--- config.mk ---
export PLATFORM = sky130hd
export DESIGN_NAME = drop_sequencer
export DESIGN_NICKNAME = d
export VERILOG_FILES = /design/src/rtl/baggage_drop_pkg.sv /design/src/rtl/sample_averager.sv /design/src/rtl/drop_sequencer.sv
export SDC_FILE = /design/constraint.sdc
export NUM_CORES = 1
export LEC_CHECK = 0
export BUFFER_PORTS_ARGS = -buffer_cell sky130_fd_sc_hd__clkbuf_2
export CAP_MARGIN = 15
export CORE_MARGIN = 4
export CORE_UTILIZATION = 50
export CTS_CLUSTER_DIAMETER = 50
export DETAILED_ROUTE_END_ITERATION = 12
export PLACE_DENSITY = 0.74
export SLEW_MARGIN = 20
export SYNTH_ARGS = -nofsm -noshare
export SYNTH_HDL_FRONTEND = slang
export SYNTH_SLANG_ARGS = --single-unit
--- constraint.sdc ---
create_clock -name clk -period 6.6 [get_ports clk]
set_input_delay 0.99 -clock clk [delete_from_list [all_inputs] [get_ports clk]]
set_output_delay 0.99 -clock clk [all_outputs]
set_load 0.03 [all_outputs]
--- src/rtl/baggage_drop_pkg.sv ---
// Shared types and constants for the baggage-drop sequencer and display/drop datapath.
package baggage_drop_pkg;

  localparam int T_W = 16;

  typedef enum logic [2:0] {
    IDLE    = 3'd0,
    SETTLE  = 3'd1,
    MEASURE = 3'd2,
    ARM     = 3'd3,
    DROP    = 3'd4,
    REJECT  = 3'd5,
    FAULT   = 3'd6
  } drop_state_t;

  // Seven-segment glyphs, segment order {g,f,e,d,c,b,a}, active high.
  localparam logic [6:0] SEG_BLANK = 7'b000_0000;
  localparam logic [6:0] SEG_DASH  = 7'b100_0000;
  localparam logic [6:0] SEG_H     = 7'b111_0110;
  localparam logic [6:0] SEG_O     = 7'b011_1111;
  localparam logic [6:0] SEG_T     = 7'b111_1000;
  localparam logic [6:0] SEG_DIGIT [10] = '{
    7'b011_1111, 7'b000_0110, 7'b101_1011, 7'b100_1111, 7'b110_0110,
    7'b110_1101, 7'b111_1101, 7'b000_0111, 7'b111_1111, 7'b110_1111
  };

endpackage

--- src/rtl/sample_averager.sv ---
// Accumulates 2^AVG_LOG2 qualified samples; done/avg are valid combinationally
// in the cycle the final sample arrives so the caller can register the result.
module sample_averager
  import baggage_drop_pkg::*;
#(
  parameter int AVG_LOG2 = 2
) (
  input  logic           clk,
  input  logic           rst_n,
  input  logic           clr,
  input  logic           sample_valid,
  input  logic [T_W-1:0] sample_data,
  output logic           done,
  output logic [T_W-1:0] avg
);

  localparam int AW = T_W + AVG_LOG2;
  localparam int CW = AVG_LOG2 + 1;

  logic [AW-1:0] acc;
  logic [AW-1:0] acc_sum;
  logic [CW-1:0] cnt;

  assign acc_sum = acc + AW'(sample_data);
  assign done    = sample_valid && (cnt == CW'((1 << AVG_LOG2) - 1));
  assign avg     = T_W'(acc_sum >> AVG_LOG2);

  always_ff @(posedge clk or negedge rst_n) begin
    if (!rst_n) begin
      acc <= '0;
      cnt <= '0;
    end else if (clr) begin
      acc <= '0;
      cnt <= '0;
    end else if (sample_valid) begin
      if (done) begin
        acc <= '0;
        cnt <= '0;
      end else begin
        acc <= acc_sum;
        cnt <= cnt + CW'(1);
      end
    end
  end

endmodule

--- src/rtl/drop_sequencer.sv ---
// Bag detect / settle / measure / arm / drop controller driving the display-and-drop datapath.
// Handshake: sample_valid is a one-cycle qualifier with no back-pressure; drop_done is a one-cycle pulse.
module drop_sequencer
  import baggage_drop_pkg::*;
#(
  parameter int           SETTLE_CYCLES = 16,
  parameter int           AVG_LOG2      = 2,
  parameter int           DROP_TIMEOUT  = 1024,
  parameter logic [T_W-1:0] T_LIM_RST   = 16'd500
) (
  input  logic           clk,
  input  logic           rst_n,
  input  logic           bag_present,
  input  logic           sensor_valid,
  input  logic [T_W-1:0] sensor_data,
  input  logic           cfg_we,
  input  logic [T_W-1:0] cfg_t_lim,
  input  logic           drop_activated,
  input  logic           drop_done,
  input  logic           fault_clr,
  output logic [T_W-1:0] t_act,
  output logic [T_W-1:0] t_lim,
  output logic           drop_en,
  output logic           busy,
  output logic           fault,
  output drop_state_t    dbg_state
);

  localparam int SETTLE_W = $clog2(SETTLE_CYCLES + 1);
  localparam int TMR_W    = $clog2(DROP_TIMEOUT + 1);

  drop_state_t   state, next_state;
  logic [SETTLE_W-1:0] settle_cnt;
  logic [TMR_W-1:0]    drop_timer;
  logic [T_W-1:0]      t_act_q, t_lim_q;
  logic                avg_clr, avg_valid, avg_done;
  logic [T_W-1:0]      avg;

  // A sample coinciding with the bag leaving is discarded.
  assign avg_valid = (state == MEASURE) && bag_present && sensor_valid;

  sample_averager #(.AVG_LOG2(AVG_LOG2)) u_avg (
    .clk          (clk),
    .rst_n        (rst_n),
    .clr          (avg_clr),
    .sample_valid (avg_valid),
    .sample_data  (sensor_data),
    .done         (avg_done),
    .avg          (avg)
  );

  always_comb begin
    next_state = state;
    avg_clr    = 1'b0;
    case (state)
      IDLE:    if (bag_present) next_state = SETTLE;
      SETTLE: begin
        if (!bag_present) next_state = IDLE;
        else if (settle_cnt == '0) begin
          next_state = MEASURE;
          avg_clr    = 1'b1;
        end
      end
      MEASURE: begin
        if (!bag_present) next_state = IDLE;
        else if (avg_done) next_state = ARM;
      end
      ARM:     next_state = drop_activated ? DROP : REJECT;
      // drop_done takes priority over a coincident timeout.
      DROP: begin
        if (drop_done) next_state = IDLE;
        else if (drop_timer == TMR_W'(DROP_TIMEOUT - 1)) next_state = FAULT;
      end
      REJECT:  if (!bag_present) next_state = IDLE;
      FAULT:   if (fault_clr) next_state = IDLE;
      default: next_state = IDLE;
    endcase
  end

  always_ff @(posedge clk or negedge rst_n) begin
    if (!rst_n) begin
      state      <= IDLE;
      settle_cnt <= '0;
      drop_timer <= '0;
      t_act_q    <= '0;
      t_lim_q    <= T_LIM_RST;
    end else begin
      state <= next_state;
      if (state == IDLE && cfg_we) t_lim_q <= cfg_t_lim;
      if (state == IDLE && bag_present) settle_cnt <= SETTLE_W'(SETTLE_CYCLES - 1);
      else if (state == SETTLE && settle_cnt != '0) settle_cnt <= settle_cnt - SETTLE_W'(1);
      if (state == DROP) drop_timer <= drop_timer + TMR_W'(1);
      else drop_timer <= '0;
      if (state == MEASURE && avg_done) t_act_q <= avg;
    end
  end

  assign t_act     = t_act_q;
  assign t_lim     = t_lim_q;
  assign drop_en   = (state == ARM) || (state == DROP) || (state == REJECT);
  assign busy      = (state != IDLE) && (state != FAULT);
  assign fault     = (state == FAULT);
  assign dbg_state = state;

endmodule

==> results of run 1 <==
==> worst max-delay path by stage <==
stage / startpoint / end / slack [ns] / cells after the start
final: sensor_data[0] / t_act[10] / 3.82 / 10
after global routing: sensor_data[0] / t_act[10] / 3.71 / 10
after CTS: sensor_data[0] / t_act[10] / 3.83 / 10
after detailed placement: sensor_data[0] / t_act[10] / 3.47 / 10
after global placement: sensor_data[0] / t_act[10] / 3.50 / 10
after floorplan: sensor_data[0] / t_act[10] / 3.71 / 9
==> sequential cells by signal, indices dropped and copies added, names as in the netlist <==
register    count
drop_timer     11
u_avg.cnt       3
settle_cnt      5
t_act          16
dbg_state       3
t_lim          16
u_avg.acc      18
==> power by group <==
| part | switching [mW] | internal, mW |
|---|---|---|
| logic | 0.551 | 0.356 |
| registers | 0.109 | 0.590 |
| clock network | 0.168 | 0.138 |
| total | 0.829 | 1.08 |
==> cell type report <==
| type | count | area [µm²] | share of cell area (%) |
|---|---|---|---|
| Clock buffer | 10 | 128 | 2.88 |
| Clock inverter | 6 | 43.8 | 0.990 |
| Inverter | 9 | 33.8 | 0.764 |
| Multi-Input combinational cell | 273 | 1890 | 42.6 |
| Sequential cell | 72 | 1810 | 40.9 |
| Tap cell | 99 | 124 | 2.80 |
| Timing Repair Buffer | 79 | 400 | 9.05 |
==> cell families (layout without fill, tap and decap cells) <==
group           Yosys count  count (layout)
fa+ha+maj                20              20
compound gates           86              86
simple gates            120             120
buf+inv                  26             104
xor+xnor                 23              23
mux                      24              24
flops                    72              72
==> critical path, cell delays in order <==
cell and delay [ns]:
clkbuf_2 0.08, ha_1 0.21, fa_1 0.41, a21oi_1 0.23, o22ai_1 0.13, o31a_2 0.36
nand3_2 0.12, nand2_1 0.07, xor2_1 0.15, mux2_2 0.26
==> metal layers <==
layer | share of wire, % | global-route usage, % | vias to the layer above
met5 | 0 | 0 | -
met4 | 1.7 | 7.45 | 0
met3 | 5.6 | 4.34 | 11
met2 | 49 | 30.9 | 85
met1 | 44 | 24.4 | 1438
li1 | - | - | 1455
==> cell usage in the layout, fill, tap and decap left out, types with 2 or more instances in the layout <==
| cell type | synthesis | final |
|---|---|---|
| nand4_1 | 2 | 2 |
| o22ai_1 | 2 | 2 |
| and3_1 | 6 | 6 |
| a31oi_1 | 3 | 3 |
| mux2_2 | 24 | 24 |
| o211ai_1 | 2 | 2 |
| and2b_1 | 2 | 2 |
| clkinv_4 | 0 | 2 |
| clkinv_2 | 0 | 2 |
| a21boi_0 | 2 | 2 |
| nor3_1 | 3 | 3 |
| ha_1 | 19 | 19 |
| or3_1 | 4 | 4 |
| xor2_1 | 6 | 6 |
| o21ai_0 | 26 | 26 |
| dfstp_2 | 6 | 6 |
| nor2_1 | 24 | 24 |
| and2_1 | 2 | 2 |
| o31ai_1 | 2 | 2 |
| nand2_1 | 46 | 46 |
| nor2b_1 | 5 | 5 |
| xnor2_1 | 17 | 17 |
| buf_4 | 0 | 2 |
| a21oi_2 | 3 | 3 |
| clkbuf_8 | 0 | 9 |
| nand3_1 | 12 | 12 |
| a32oi_1 | 2 | 2 |
| dfrtp_1 | 66 | 66 |
| a21oi_1 | 20 | 20 |
| nor3b_1 | 2 | 2 |
| a22o_1 | 11 | 11 |
| clkbuf_2 | 4 | 76 |
| nand2b_1 | 4 | 4 |
| inv_1 | 8 | 8 |
| o21ai_1 | 3 | 3 |
==> synth_stat cells, types with 6 or more instances <==
master	n
xor2_1	6
xnor2_1	17
inv_1	8
nand3_1	12
ha_1	19
nand2_1	46
o21ai_0	26
mux2_2	24
a21oi_1	20
buf_2	7
a22o_1	11
dfrtp_1	66
dfstp_2	6
nor2_1	24
and3_1	6
==> flow_summary.json, run 1 <==
{
  "numPortBuffers": 77,
  "finalCritPeriodShare_pct": 42.1,
  "cp-start-kind": "input port",
  "synthToLayoutAreaGrowth_pct": 16.2,
  "rows": 31,
  "core_area_um2": 7330,
  "syn_nets": 431,
  "num_antenna_cells": 0,
  "grt_pass1_vias": 2961,
  "leakagePower_nw": 2.10,
  "finalCriticalPeriod_ns": 2.78,
  "synth_xor_area_share_pct": 5.29,
  "slew_violations": 0,
  "cts.reportedPaths.clkPinSlew_ns": 0.08,
  "grt_usage_pct": 18.9,
  "hp-start": "t_act[1]",
  "synth_top_family_by_area": "simple AND/OR/NAND/NOR gates",
  "cts-hold-fix-buffers": 0,
  "synthSimpleGateAreaFrac_pct": 15.7,
  "vias_per_cell": 5.45,
  "drive_above_1_share_pct": 30.7,
  "synth_edf_count": 0,
  "drtIter0Drc": 119,
  "ctsResizeCount": 0,
  "hold_violations": 0,
  "drtAntennaViolNets": 0,
  "layout.cells.non_filler": 548,
  "dp_cells": 532,
  "finish.instance_area_um2": 4420,
  "die_x_um": 95.3,
  "dp_hpwl_um": 5920,
  "grt_max_degree": 73,
  "holdWs_ns": 0.480,
  "min_to": "t_act[1]",
  "synthArstFlopShare_pct": 100,
  "clock_path_buffers": 2,
  "ys_seq_elements": 72,
  "clock-sinks": 72,
  "clk_latency_ns": 0.35,
  "dr.pass1.iters": 4,
  "setup_viol": 0,
  "ir_drop_uv": 204,
  "power_density_nw_per_um2": 432,
  "grt_overflow_total": 0,
  "ys_seq_area_share_pct": 47.5,
  "hp-class": "register to register",
  "synth.top_cell.area_share_pct": 43.4,
  "drc": 0,
  "max_clock_freq_mhz": 360,
  "grt_pass1_wl_um": 13300,
  "start_util_pct": 51.9,
  "io_pins": 78,
  "synth_fa_ha_area_share_pct": 6.77,
  "r2r-end": "t_act[10]",
  "worst-r2r-setup-slack_ns": 4.17,
  "avgSynthCellArea_um2": 10.3,
  "r2r-start": "u_avg.acc[0]",
  "gp_congestion": 0.910,
  "antenna_found_initial": 0,
  "postSynth.topFlopCell": "dfrtp_1",
  "pre_cts_ws_ns": 3.47,
  "slew_headroom_pct": 41.1,
  "crit_path_max_fanout": 6,
  "rsz0062_at_grt": "false",
  "yosysUniqueCellTypes": 54,
  "post-cts-setup-buffers": 0,
  "yosysWarnings": 0,
  "crit_type": "input port to register",
  "finClkSkew_ns": 0.00807,
  "critPathArrivalTime_ns": 3.01,
  "fill_cells": 620,
  "vias": 2989,
  "p_total_mw": 1.91,
  "cts_tree": "yes",
  "finalNetCount": 504,
  "ctsRootBufferMaster": "clkbuf_8",
  "htree_levels": 3,
  "synth_area_leaders": "dfrtp_1 43%, mux2_2 7.1%, ha_1 6.2%, nand2_1 4.5%, dfstp_2 4.1%",
  "drt-total-wl_um": 7970,
  "synth_area_um2": 3810,
  "reg2reg_depth": 9,
  "muxShareOfSynthArea_pct": 7.10,
  "hold_depth": 2,
  "cts_made_buffers": 9,
  "maxCapViolCount": 0,
  "wl_per_cell_um": 14.6,
  "post_dp_cell_area_um2": 4250,
  "end_kind": "register",
  "setup_ws_ns": 3.82,
  "syn_inst": 371,
  "final_util_pct": 60.4,
  "tightest_slew_ns": 0.884,
  "synth_compound_area_share_pct": 14.7,
  "dieArea_um2": 9070,
  "status": "finished, final reports clean",
  "fin_setup_tns_ns": 0,
  "die_h_um": 95.3,
  "synth_area_leader_cell": "dfrtp_1",
  "cp.required_ns": 6.83
}
Power figures use the tool's default switching activity.
==> run 2, diff against run 1 <==
--- a/config.mk
+++ b/config.mk
@@ -11,7 +11,7 @@
 export CORE_UTILIZATION = 50
 export CTS_CLUSTER_DIAMETER = 50
 export DETAILED_ROUTE_END_ITERATION = 12
-export PLACE_DENSITY = 0.74
+export PLACE_DENSITY = 0.77
 export SLEW_MARGIN = 20
 export SYNTH_ARGS = -nofsm -noshare
 export SYNTH_HDL_FRONTEND = slang
==> constraint.sdc (replaced) <==
create_clock -name clk -period 2.2 [get_ports clk]
set_input_delay 0.33 -clock clk [delete_from_list [all_inputs] [get_ports clk]]
set_output_delay 0.33 -clock clk [all_outputs]
set_load 0.03 [all_outputs]
==> flow_summary.json, run 2 (synthesized netlist as in run 1, its figures left out) <==
{
  "tightest_slew_ns": 0.625,
  "cts_made_buffers": 9,
  "fill_cells": 540,
  "vias": 3157,
  "rows": 31,
  "status": "finished, violations left",
  "grt_pass1_wl_um": 15000,
  "setup_ws_ns": -0.0992,
  "cts_tree": "yes",
  "critPathArrivalTime_ns": 2.51,
  "drive_above_1_share_pct": 39.3,
  "grt_use_met2_pct": 33.9,
  "layout_common_cells": "76 x clkbuf_2, 66 x dfrtp_1, 44 x nand2_1",
  "antenna_found_initial": 0,
  "grt_max_degree": 27,
  "pwr-share-seq_pct": 30.2,
  "dp_hpwl_um": 6370,
  "clock_path_buffers": 2,
  "dieArea_um2": 9070,
  "numPortBuffers": 77,
  "drt-total-wl_um": 9160,
  "top_register": "u_avg.acc",
  "r2r-end": "t_act[12]",
  "r2r-start": "u_avg.acc[0]",
  "slew_headroom_pct": 58.3,
  "reg2reg_depth": 8,
  "start_util_pct": 51.9,
  "max_clock_freq_mhz": 435,
  "finish.instance_area_um2": 4920,
  "ctsRootBufferMaster": "clkbuf_8",
  "grtUsageMet1_pct": 27.8,
  "die_x_um": 95.3,
  "hp-class": "input port to async pin",
  "vias_per_cell": 5.49,
  "drtAntennaViolNets": 0,
  "power_density_nw_per_um2": 1400,
  "holdWs_ns": -0.00643,
  "die_h_um": 95.3,
  "drc": 0,
  "regArea_um2": 1810,
  "ir_drop_uv": 517,
  "cts-hold-fix-buffers": 0,
  "drtIter0Drc": 122,
  "p_clk_share_pct": 20.5,
  "cts.reportedPaths.clkPinSlew_ns": 0.09,
  "gp_congestion": 0.937,
  "grt-busiest-layer": "met2",
  "cp.required_ns": 2.42,
  "synthToLayoutAreaGrowth_pct": 29.2,
  "use_met3_pct": 3.79,
  "crit_type": "register to register",
  "pre_cts_ws_ns": -0.141,
  "netSwitchingFraction_pct": 40.4,
  "finalNetCount": 531,
  "finClkSkew_ns": 0.0101,
  "io_pins": 78,
  "finalCritPeriodShare_pct": 105,
  "largest_reg_flops": 18,
  "power.switching_mw": 2.77,
  "rsz0062_at_grt": "true",
  "dr.pass1.iters": 4,
  "end_kind": "register",
  "clock-sinks": 72,
  "num_antenna_cells": 0,
  "wl_per_cell_um": 15.9,
  "leakagePower_nw": 2.30,
  "core_area_um2": 7330,
  "maxCapViolCount": 0,
  "comb_power_share_pct": 49.3,
  "crit_path_max_fanout": 3,
  "multiInputGateArea_um2": 2050,
  "clk_latency_ns": 0.35,
  "htree_levels": 3,
  "mostFrequentLayoutCell": "clkbuf_2",
  "p_int_mw": 4.10,
  "worst-r2r-setup-slack_ns": -0.1,
  "hold_violations": 13,
  "violations": "hold timing, setup timing",
  "finalCriticalPeriod_ns": 2.30,
  "setup_viol": 6,
  "grt_overflow_total": 0,
  "post_dp_cell_area_um2": 4420,
  "slew_violations": 0,
  "grt_usage_pct": 20.8,
  "grt_pass1_vias": 3264,
  "cp-start-kind": "register"
}
[run 2: routing by layer]
metal / up-vias / share of wire [%] / wire [µm]
li1: 1506 / - / -
met1: 1544 / 42 / 3810
met2: 87 / 51 / 4680
met3: 20 / 4.9 / 446
met4: 0 / 2.4 / 218
met5: - / 0 / 0
[run 2: worst max-delay path by stage]
stage | slack (ns) | from | cells past startpoint | endpoint
5_1_grt | -0.16 | u_avg.acc[0] | 9 | t_act[10]
3_3_place_gp | -0.08 | sensor_data[0] | 10 | t_act[10]
6_report | -0.1 | u_avg.acc[0] | 8 | t_act[12]
2_1_floorplan | 0.03 | u_avg.acc[0] | 9 | t_act[10]
4_1_cts | -0.07 | u_avg.acc[0] | 9 | t_act[10]
3_5_place_dp | -0.14 | sensor_data[0] | 10 | t_act[10]
[run 2: worst max-delay path, stage by stage (launching register included)]
cell and delay, ns:
dfrtp_1 0.42, ha_4 0.18, fa_2 0.36, a21oi_4 0.17, o22ai_2 0.09, o31a_2 0.37
buf_4 0.16, a2111oi_4 0.31, o21ai_1 0.10
[run 2: power by group through the flow]
stage          registers (mW)  logic (mW)  clock network [mW]
2_1_floorplan            2.44        1.76                   0
5_1_grt                  2.13        3.67                1.48
6_report                 2.08        3.39                1.41
3_3_place_gp             2.05        2.89                   0
3_5_place_dp             2.07        2.96                   0
4_1_cts                  2.06        3.12                1.41
[run 2: cell type report]
cell class                      count  share of cell area (%)
Clock buffer                        9                    2.52
Clock inverter                      7                    2.93
Inverter                            9                   0.687
Multi-Input combinational cell    273                    41.6
Sequential cell                    72                    36.8
Tap cell                           99                    2.52
Timing Repair Buffer              106                    12.9
[run 2: timing repair]
| item | CTS | global route |
|---|---|---|
| resized for setup | 7 | 26 |
| endpoints found under the hold margin | 0 | 0 |
| pin swaps | 6 | 7 |
| setup buffers | 7 | 2 |
| endpoints found under the setup margin | 5 | 17 |
[run 2: metrics by stage]
| stage | util [%] | total power, mW | setup TNS [ns] | cells |
|---|---|---|---|---|
| after floorplan | - | 4.20 | 0 | 371 |
| after global placement | 60.3 | 4.94 | -0.125 | 550 |
| after detailed placement | 60.3 | 5.03 | -0.548 | 550 |
| after CTS | 65.0 | 6.58 | -0.161 | 573 |
| after global routing | 67.1 | 7.28 | -0.874 | 575 |
| final | 67.1 | 6.87 | -0.347 | 575 |
